===== src/rtl/peripheral_dbg_pu_riscv_cpu_responder_if.sv =====
// rtl/peripheral_dbg_pu_riscv_cpu_responder_if.sv - strobe/ack debug access bus between debug unit and responder
interface peripheral_dbg_pu_riscv_cpu_responder_if #(
    parameter int CPU_ADDR_WIDTH = 32,
    parameter int CPU_DATA_WIDTH = 32
);
    logic                      cpu_stb_i;
    logic                      cpu_we_i;
    logic [CPU_ADDR_WIDTH-1:0] cpu_addr_i;
    logic [CPU_DATA_WIDTH-1:0] cpu_data_i;
    logic [CPU_DATA_WIDTH-1:0] cpu_data_o;
    logic                      cpu_ack_o;

    modport master (
        output cpu_stb_i, cpu_we_i, cpu_addr_i, cpu_data_i,
        input  cpu_data_o, cpu_ack_o
    );

    modport slave (
        input  cpu_stb_i, cpu_we_i, cpu_addr_i, cpu_data_i,
        output cpu_data_o, cpu_ack_o
    );
endinterface


===== src/rtl/peripheral_dbg_pu_riscv_cpu_responder.sv =====
// rtl/peripheral_dbg_pu_riscv_cpu_responder.sv - per-core debug responder: local debug regs, hit/halt logic, core register-port bridge
module peripheral_dbg_pu_riscv_cpu_responder #(
    parameter int CPU_ADDR_WIDTH = 32,
    parameter int CPU_DATA_WIDTH = 32,
    parameter int TIMEOUT        = 255,
    parameter int HART_ID        = 0
) (
    input  logic                      cpu_clk_i,
    input  logic                      cpu_rst_i,
    peripheral_dbg_pu_riscv_cpu_responder_if.slave cpu,
    input  logic                      cpu_stall_i,
    output logic                      cpu_bp_o,
    input  logic [CPU_ADDR_WIDTH-1:0] core_pc_i,
    input  logic                      core_retire_i,
    input  logic                      core_halted_i,
    output logic                      core_halt_o,
    output logic                      core_reg_req_o,
    output logic                      core_reg_we_o,
    output logic                      core_reg_sel_o,
    output logic [11:0]               core_reg_addr_o,
    output logic [CPU_DATA_WIDTH-1:0] core_reg_wdata_o,
    input  logic [CPU_DATA_WIDTH-1:0] core_reg_rdata_i,
    input  logic                      core_reg_ack_i
);

    localparam int CW = (TIMEOUT > 1) ? $clog2(TIMEOUT) : 1;

    typedef enum logic [1:0] {IDLE, CORE, ACK, DONE} state_t;

    state_t                    state_q, state_d;
    logic [CW-1:0]             cnt_q;
    logic [1:0]                ctrl_q;
    logic [1:0]                hit_q, hit_nxt;
    logic [CPU_ADDR_WIDTH-1:0] bpaddr_q;
    logic [CPU_ADDR_WIDTH-1:0] pc_q;
    logic                      halt_q;
    logic [CPU_DATA_WIDTH-1:0] rdata_q;
    logic                      wr_pend_q;
    logic [15:0]               wr_addr_q;
    logic [CPU_DATA_WIDTH-1:0] wr_data_q;

    logic [15:0]               a16;
    logic                      is_gpr, is_csr, is_core;
    logic [11:0]               reg_addr;
    logic [CPU_DATA_WIDTH-1:0] rd_local;
    logic                      cnt_last;
    logic                      local_wr;
    logic                      hit_clr;
    logic                      unused_addr_hi;

    assign a16            = cpu.cpu_addr_i[15:0];
    assign unused_addr_hi = ^cpu.cpu_addr_i[CPU_ADDR_WIDTH-1:16];
    assign is_gpr         = (a16[15:7] == 9'h020);
    assign is_csr         = (a16 >= 16'h2000) && (a16 <= 16'h5FFF);
    assign is_core        = is_gpr | is_csr;
    // CSR window 0x2000..0x5FFC wraps addr[13:2] so that 0x2000 maps to CSR 0x000
    assign reg_addr       = is_gpr ? {7'd0, a16[6:2]} : (a16[13:2] - 12'h800);
    assign cnt_last       = (cnt_q == CW'(TIMEOUT - 1));

    always_comb begin
        rd_local = '0;
        case (a16)
            16'h0000: rd_local = CPU_DATA_WIDTH'(ctrl_q);
            16'h0004: rd_local = CPU_DATA_WIDTH'(hit_q);
            16'h0008: rd_local = CPU_DATA_WIDTH'(bpaddr_q);
            16'h000C: rd_local = CPU_DATA_WIDTH'(pc_q);
            16'h0010: rd_local = CPU_DATA_WIDTH'(HART_ID);
            default:  rd_local = '0;
        endcase
    end

    always_ff @(posedge cpu_clk_i) begin
        if (cpu_rst_i) state_q <= IDLE;
        else           state_q <= state_d;
    end

    always_comb begin
        state_d = state_q;
        case (state_q)
            IDLE: if (cpu.cpu_stb_i) state_d = (is_core && core_halted_i) ? CORE : ACK;
            CORE: if (core_reg_ack_i || cnt_last) state_d = ACK;
            ACK:  state_d = DONE;
            DONE: if (!cpu.cpu_stb_i) state_d = IDLE;
            default: state_d = IDLE;
        endcase
    end

    // Local writes commit on the edge that closes the ack cycle
    assign local_wr = (state_q == ACK) && wr_pend_q;
    assign hit_clr  = local_wr && (wr_addr_q == 16'h0004) && wr_data_q[0];

    always_comb begin
        hit_nxt = hit_q;
        if (hit_clr) hit_nxt = 2'b00;
        if (core_retire_i && !hit_q[0]) begin
            if (ctrl_q[1] && (core_pc_i == bpaddr_q)) hit_nxt = 2'b01;
            else if (ctrl_q[0])                       hit_nxt = 2'b11;
        end
    end

    always_ff @(posedge cpu_clk_i) begin
        if (cpu_rst_i) begin
            cnt_q            <= '0;
            ctrl_q           <= '0;
            hit_q            <= '0;
            bpaddr_q         <= '0;
            pc_q             <= '0;
            halt_q           <= 1'b0;
            rdata_q          <= '0;
            wr_pend_q        <= 1'b0;
            wr_addr_q        <= '0;
            wr_data_q        <= '0;
            core_reg_we_o    <= 1'b0;
            core_reg_sel_o   <= 1'b0;
            core_reg_addr_o  <= '0;
            core_reg_wdata_o <= '0;
        end else begin
            hit_q  <= hit_nxt;
            halt_q <= cpu_stall_i | hit_nxt[0];
            if (core_retire_i) pc_q <= core_pc_i;

            if (local_wr) begin
                if (wr_addr_q == 16'h0000) ctrl_q   <= wr_data_q[1:0];
                if (wr_addr_q == 16'h0008) bpaddr_q <= CPU_ADDR_WIDTH'(wr_data_q);
            end

            case (state_q)
                IDLE: if (cpu.cpu_stb_i) begin
                    wr_pend_q <= cpu.cpu_we_i && !is_core;
                    wr_addr_q <= a16;
                    wr_data_q <= cpu.cpu_data_i;
                    rdata_q   <= (cpu.cpu_we_i || is_core) ? '0 : rd_local;
                    if (is_core && core_halted_i) begin
                        cnt_q            <= '0;
                        core_reg_we_o    <= cpu.cpu_we_i;
                        core_reg_sel_o   <= is_csr;
                        core_reg_addr_o  <= reg_addr;
                        core_reg_wdata_o <= cpu.cpu_data_i;
                    end
                end
                CORE: begin
                    if (core_reg_ack_i) rdata_q <= core_reg_rdata_i;
                    else if (cnt_last)  rdata_q <= CPU_DATA_WIDTH'(32'hDEADBEEF);
                    else                cnt_q   <= cnt_q + 1'b1;
                end
                ACK:     wr_pend_q <= 1'b0;
                default: ;
            endcase
        end
    end

    assign core_reg_req_o = (state_q == CORE);
    assign cpu.cpu_ack_o  = (state_q == ACK);
    assign cpu.cpu_data_o = (state_q == ACK) ? rdata_q : '0;
    assign cpu_bp_o       = hit_q[0];
    assign core_halt_o    = halt_q;

endmodule


===== src/flat_wrapper.sv =====
// flat-port wrapper written by rule: the top's interface ports become plain ports
module peripheral_dbg_pu_riscv_cpu_responder_flat 
#(
    parameter int CPU_ADDR_WIDTH = 32,
    parameter int CPU_DATA_WIDTH = 32,
    parameter int TIMEOUT        = 255,
    parameter int HART_ID        = 0
)
  (cpu_clk_i, cpu_rst_i, cpu_stall_i, cpu_bp_o, core_pc_i, core_retire_i, core_halted_i, core_halt_o, core_reg_req_o, core_reg_we_o, core_reg_sel_o, core_reg_addr_o, core_reg_wdata_o, core_reg_rdata_i, core_reg_ack_i, cpu_cpu_stb_i, cpu_cpu_we_i, cpu_cpu_addr_i, cpu_cpu_data_i, cpu_cpu_data_o, cpu_cpu_ack_o);
  peripheral_dbg_pu_riscv_cpu_responder_if #(.CPU_ADDR_WIDTH(CPU_ADDR_WIDTH), .CPU_DATA_WIDTH(CPU_DATA_WIDTH)) cpu_i ();
  input  logic cpu_clk_i;
  input  logic cpu_rst_i;
  input  logic cpu_stall_i;
  output logic cpu_bp_o;
  input  logic [CPU_ADDR_WIDTH-1:0] core_pc_i;
  input  logic core_retire_i;
  input  logic core_halted_i;
  output logic core_halt_o;
  output logic core_reg_req_o;
  output logic core_reg_we_o;
  output logic core_reg_sel_o;
  output logic [11:0] core_reg_addr_o;
  output logic [CPU_DATA_WIDTH-1:0] core_reg_wdata_o;
  input  logic [CPU_DATA_WIDTH-1:0] core_reg_rdata_i;
  input  logic core_reg_ack_i;
  input wire logic [$bits(cpu_i.cpu_stb_i)-1:0] cpu_cpu_stb_i;
  input wire logic [$bits(cpu_i.cpu_we_i)-1:0] cpu_cpu_we_i;
  input wire logic [$bits(cpu_i.cpu_addr_i)-1:0] cpu_cpu_addr_i;
  input wire logic [$bits(cpu_i.cpu_data_i)-1:0] cpu_cpu_data_i;
  output wire logic [$bits(cpu_i.cpu_data_o)-1:0] cpu_cpu_data_o;
  output wire logic [$bits(cpu_i.cpu_ack_o)-1:0] cpu_cpu_ack_o;
  assign cpu_i.cpu_stb_i = cpu_cpu_stb_i;
  assign cpu_i.cpu_we_i = cpu_cpu_we_i;
  assign cpu_i.cpu_addr_i = cpu_cpu_addr_i;
  assign cpu_i.cpu_data_i = cpu_cpu_data_i;
  assign cpu_cpu_data_o = cpu_i.cpu_data_o;
  assign cpu_cpu_ack_o = cpu_i.cpu_ack_o;
  peripheral_dbg_pu_riscv_cpu_responder #(.CPU_ADDR_WIDTH(CPU_ADDR_WIDTH), .CPU_DATA_WIDTH(CPU_DATA_WIDTH), .TIMEOUT(TIMEOUT), .HART_ID(HART_ID)) u_core (.cpu_clk_i(cpu_clk_i), .cpu_rst_i(cpu_rst_i), .cpu(cpu_i), .cpu_stall_i(cpu_stall_i), .cpu_bp_o(cpu_bp_o), .core_pc_i(core_pc_i), .core_retire_i(core_retire_i), .core_halted_i(core_halted_i), .core_halt_o(core_halt_o), .core_reg_req_o(core_reg_req_o), .core_reg_we_o(core_reg_we_o), .core_reg_sel_o(core_reg_sel_o), .core_reg_addr_o(core_reg_addr_o), .core_reg_wdata_o(core_reg_wdata_o), .core_reg_rdata_i(core_reg_rdata_i), .core_reg_ack_i(core_reg_ack_i));
endmodule

===== config.mk =====
export PLATFORM = sky130hd
export DESIGN_NAME = peripheral_dbg_pu_riscv_cpu_responder_flat
export DESIGN_NICKNAME = d
export VERILOG_FILES = /design/src/rtl/peripheral_dbg_pu_riscv_cpu_responder_if.sv /design/src/rtl/peripheral_dbg_pu_riscv_cpu_responder.sv /design/src/flat_wrapper.sv
export SDC_FILE = /design/constraint.sdc
export NUM_CORES = 1
export LEC_CHECK = 0
export ABC_AREA = 1
export CORE_MARGIN = 2
export CORE_UTILIZATION = 50
export DETAILED_ROUTE_END_ITERATION = 6
export PLACE_DENSITY = 0.82
export SKIP_CTS_REPAIR_TIMING = 1
export SLEW_MARGIN = 20
export SYNTH_ARGS = -nofsm -noshare
export SYNTH_HDL_FRONTEND = slang
export SYNTH_SLANG_ARGS = --single-unit
export TNS_END_PERCENT = 1

===== constraint.sdc =====
create_clock -name cpu_clk_i -period 2.9 [get_ports cpu_clk_i]
set_input_delay 0.87 -clock cpu_clk_i [delete_from_list [all_inputs] [get_ports cpu_clk_i]]
set_output_delay 0.87 -clock cpu_clk_i [all_outputs]
set_load 0.01 [all_outputs]

==> run_results.csv <==
group,metric,value,unit
global_routing,grt_pass1_vias,8645,
floorplanning,ios,218,
run,timing.max_cap.violations,0,
floorplanning,row_count,50,
yosys,synth_top_area_frac,0.432,
placed_design,routabilityCongestion,0.891,
clocking,root_buffer,"clkbuf_16",
timing,period_needed,2840,ps
yosys,ys.flop_type,"dfxtp_1",
clocking,tritoncts.num_buffers,23,
timing,relSlewSlack,0.516,
global_routing,antenna_found_initial,2,
run_status,outcome,"finished clean",
timing,period_share,0.981,
routing,remaining_drc_errors,0,
timing,slew_violations,0,
layout,nets,1630,
global_routing,gr-total-overflow,0,
yosys,synth_area,0.00955,sq mm
global_routing,grt_max_degree,123,
setup_path,crit_required,2030,ps
yosys,async_reset_ff_frac,0,
layout,design_area,0.0127,sq mm
clocking,cts_sinks,206,
yosys,synth_area_leader_cell,"dfxtp_1",
setup_path,start_kind,"register",
setup_path,r2r_end,"u_core.cnt_q[7]$_SDFFE_PP0P_",
floorplanning,fp.dieW,142,um
setup_path,cp-endpoint,"cpu_cpu_data_o[24]",
yosys,synth.area.top_cells,"dfxtp_1 (43%), nand2_1 (8.6%), a21oi_1 (6.9%)",
yosys,synth_edf_count,0,
floorplanning,die_y,142,um
placed_design,dp_cells,1694,
setup_path,r2r-start,"u_core.state_q[1]$_SDFFE_PP0P_",
timing,tightest_slew,725,ps
placed_design,portBuffers,201,
floorplanning,start_util,0.511,
clocking,clock_tree.buffer_depth,3,
pwr,power,9260,uW
routing,routedWlPerCell,15.7,um
global_routing,grt_usage,0.260,
yosys,synth_warnings,0,
routing,vias,9338,
clocking,ctsHtreeMaxLevel,1,
pwr,power_leakage,0.00527,uW
yosys,synth_cell_types,39,
pwr,cellPowerDensity,731,mW/mm^2
yosys,yosysMostFrequentCell,"nand2_1",
clocking,clock_latency,500,ps
setup_path,critPathKind,"reg -> out",
timing,finalSetupViolCount,0,
worst_hold_path,hp-class,"reg -> reg",
yosys,syn_area_per_cell,7.27,sq um
clocking,tritoncts,"built",
layout,area_growth,32.6,%
routing,post_drt_via_cell_ratio,5.37,
setup_path,cp-end-kind,"output pin",
yosys,synth-seq-area-share,0.432,
timing,max_freq,352,MHz
setup_path,worstPathMaxFanout,16,
global_routing,grt_pass1_wl,43200,um
routing,firstDrtPassIters,5,
pwr,ir_worst_vdd,385,uV
setup_path,worstPathArrival,1970,ps
yosys,synth_commonest_cells,"nand2_1 (218), dfxtp_1 (206), nor2_1 (146)",
routing,antenna_left,0,
setup_path,ff2ff_setup_slack,780,ps
placed_design,dp_hpwl,18600,um
floorplanning,core,0.0187,sq mm
yosys,ys_ff_latch,206,
timing,tns,0,ps
yosys,synthCells,1314,
yosys,syn-num-nets,1457,
layout,drive_above_1_share,0.0865,
timing,finClkSkew,18.0,ps
floorplanning,die_area,0.0202,sq mm
setup_path,r2r_cells,13,
routing,wl,27200,um
layout,final_cells,1739,
clocking,clk_pin_slew,60,ps
timing,hold_viol,0,
routing,dr.first_iter.drc_count,892,
worst_hold_path,min_from,"u_core.pc_q[12]$_SDFFE_PP0P_",
setup_path,crit_start,"u_core.state_q[0]$_SDFFE_PP0P_",
placed_design,place_area,0.0118,sq mm
[placed cells by master, fill, tap and decap left out, types with 6 or more instances in the layout]
| master | instances |
|---|---|
| a21oi_1 | 131 |
| nand3_1 | 108 |
| a211oi_2 | 28 |
| clkdlybuf4s50_1 | 193 |
| nand2_1 | 217 |
| ha_1 | 6 |
| o211ai_1 | 21 |
| dfxtp_1 | 206 |
| xnor2_1 | 7 |
| o21ai_0 | 128 |
| nor2_1 | 146 |
| inv_1 | 142 |
| nand2_2 | 7 |
| dlymetal6s2s_1 | 7 |
| inv_2 | 9 |
| xor2_1 | 7 |
| a211oi_1 | 6 |
| buf_4 | 21 |
| buf_12 | 9 |
| clkbuf_16 | 24 |
| o21ai_1 | 13 |
| nand4_1 | 11 |
[registers in the layout (all words and copies together), names as in the netlist, 8 cells and up]
signal and count:
u_core.rdata_q 32, u_core.pc_q 32, u_core.core_reg_addr_o 12, u_core.cnt_q 8, u_core.bpaddr_q 32, u_core.wr_data_q 32
u_core.core_reg_wdata_o 32, u_core.wr_addr_q 16
[cells by family after synthesis]
kind of cell,share of synthesized area
buffers and inverters,0.104
AO/OA/AOI/OAI,0.206
AND/OR/NAND/NOR,0.236
XOR/XNOR,0.0128
adder cells (fa/ha/maj),0.00917
flip-flops,0.432
[where the power goes]
group / switching (uW) / internal [uW] / total [uW]
sequential: 258 / 3320 / 3580
combinational: 1490 / 1030 / 2510
clock: 1140 / 2030 / 3160
total: 2880 / 6380 / 9260
[layer usage]
metal | global-route usage | up-vias | part of all wire
li1 | - | 4651 | -
met1 | 0.364 | 4260 | 0.45
met2 | 0.411 | 384 | 0.44
met3 | 0.0478 | 43 | 0.088
met4 | 0.0779 | 0 | 0.022
met5 | 0 | - | 0
[through the flow]
stage / hold WS, ps / util / setup slack, ps
6_report: 458 / 0.677 / 56.2
5_1_grt: 474 / 0.677 / -18.4
4_1_cts: 455 / 0.674 / -194
3_5_place_dp: 447 / 0.629 / -39.7
3_3_place_gp: 437 / 0.629 / 21.2
2_1_floorplan: 429 / - / 791
[critical path: stages, from the launching register on]
cell	delay (ps)
dfxtp_1	330
inv_2	110
ha_4	210
clkbuf_16	190
nand2_1	70
inv_1	50
clkdlybuf4s50_1	520
[area by class of cell]
type	count	area, sq um
fill	1551	6040
multi-input combinational	871	4460
sequential	206	4120
timing repair buffer	231	2380
clock buffer	33	663
inverter	154	578
tap	234	293
clock inverter	8	165
antenna	2	5.00
[worst min path at each step]
stage | to | cells past startpoint
2_1_floorplan | u_core.pc_q[12]$_SDFFE_PP0P_ | 2
3_3_place_gp | u_core.pc_q[12]$_SDFFE_PP0P_ | 2
3_5_place_dp | u_core.pc_q[14]$_SDFFE_PP0P_ | 2
4_1_cts | u_core.pc_q[12]$_SDFFE_PP0P_ | 2
5_1_grt | u_core.pc_q[22]$_SDFFE_PP0P_ | 2
6_report | u_core.pc_q[12]$_SDFFE_PP0P_ | 2
No activity file was read; power rests on OpenSTA's default activity.
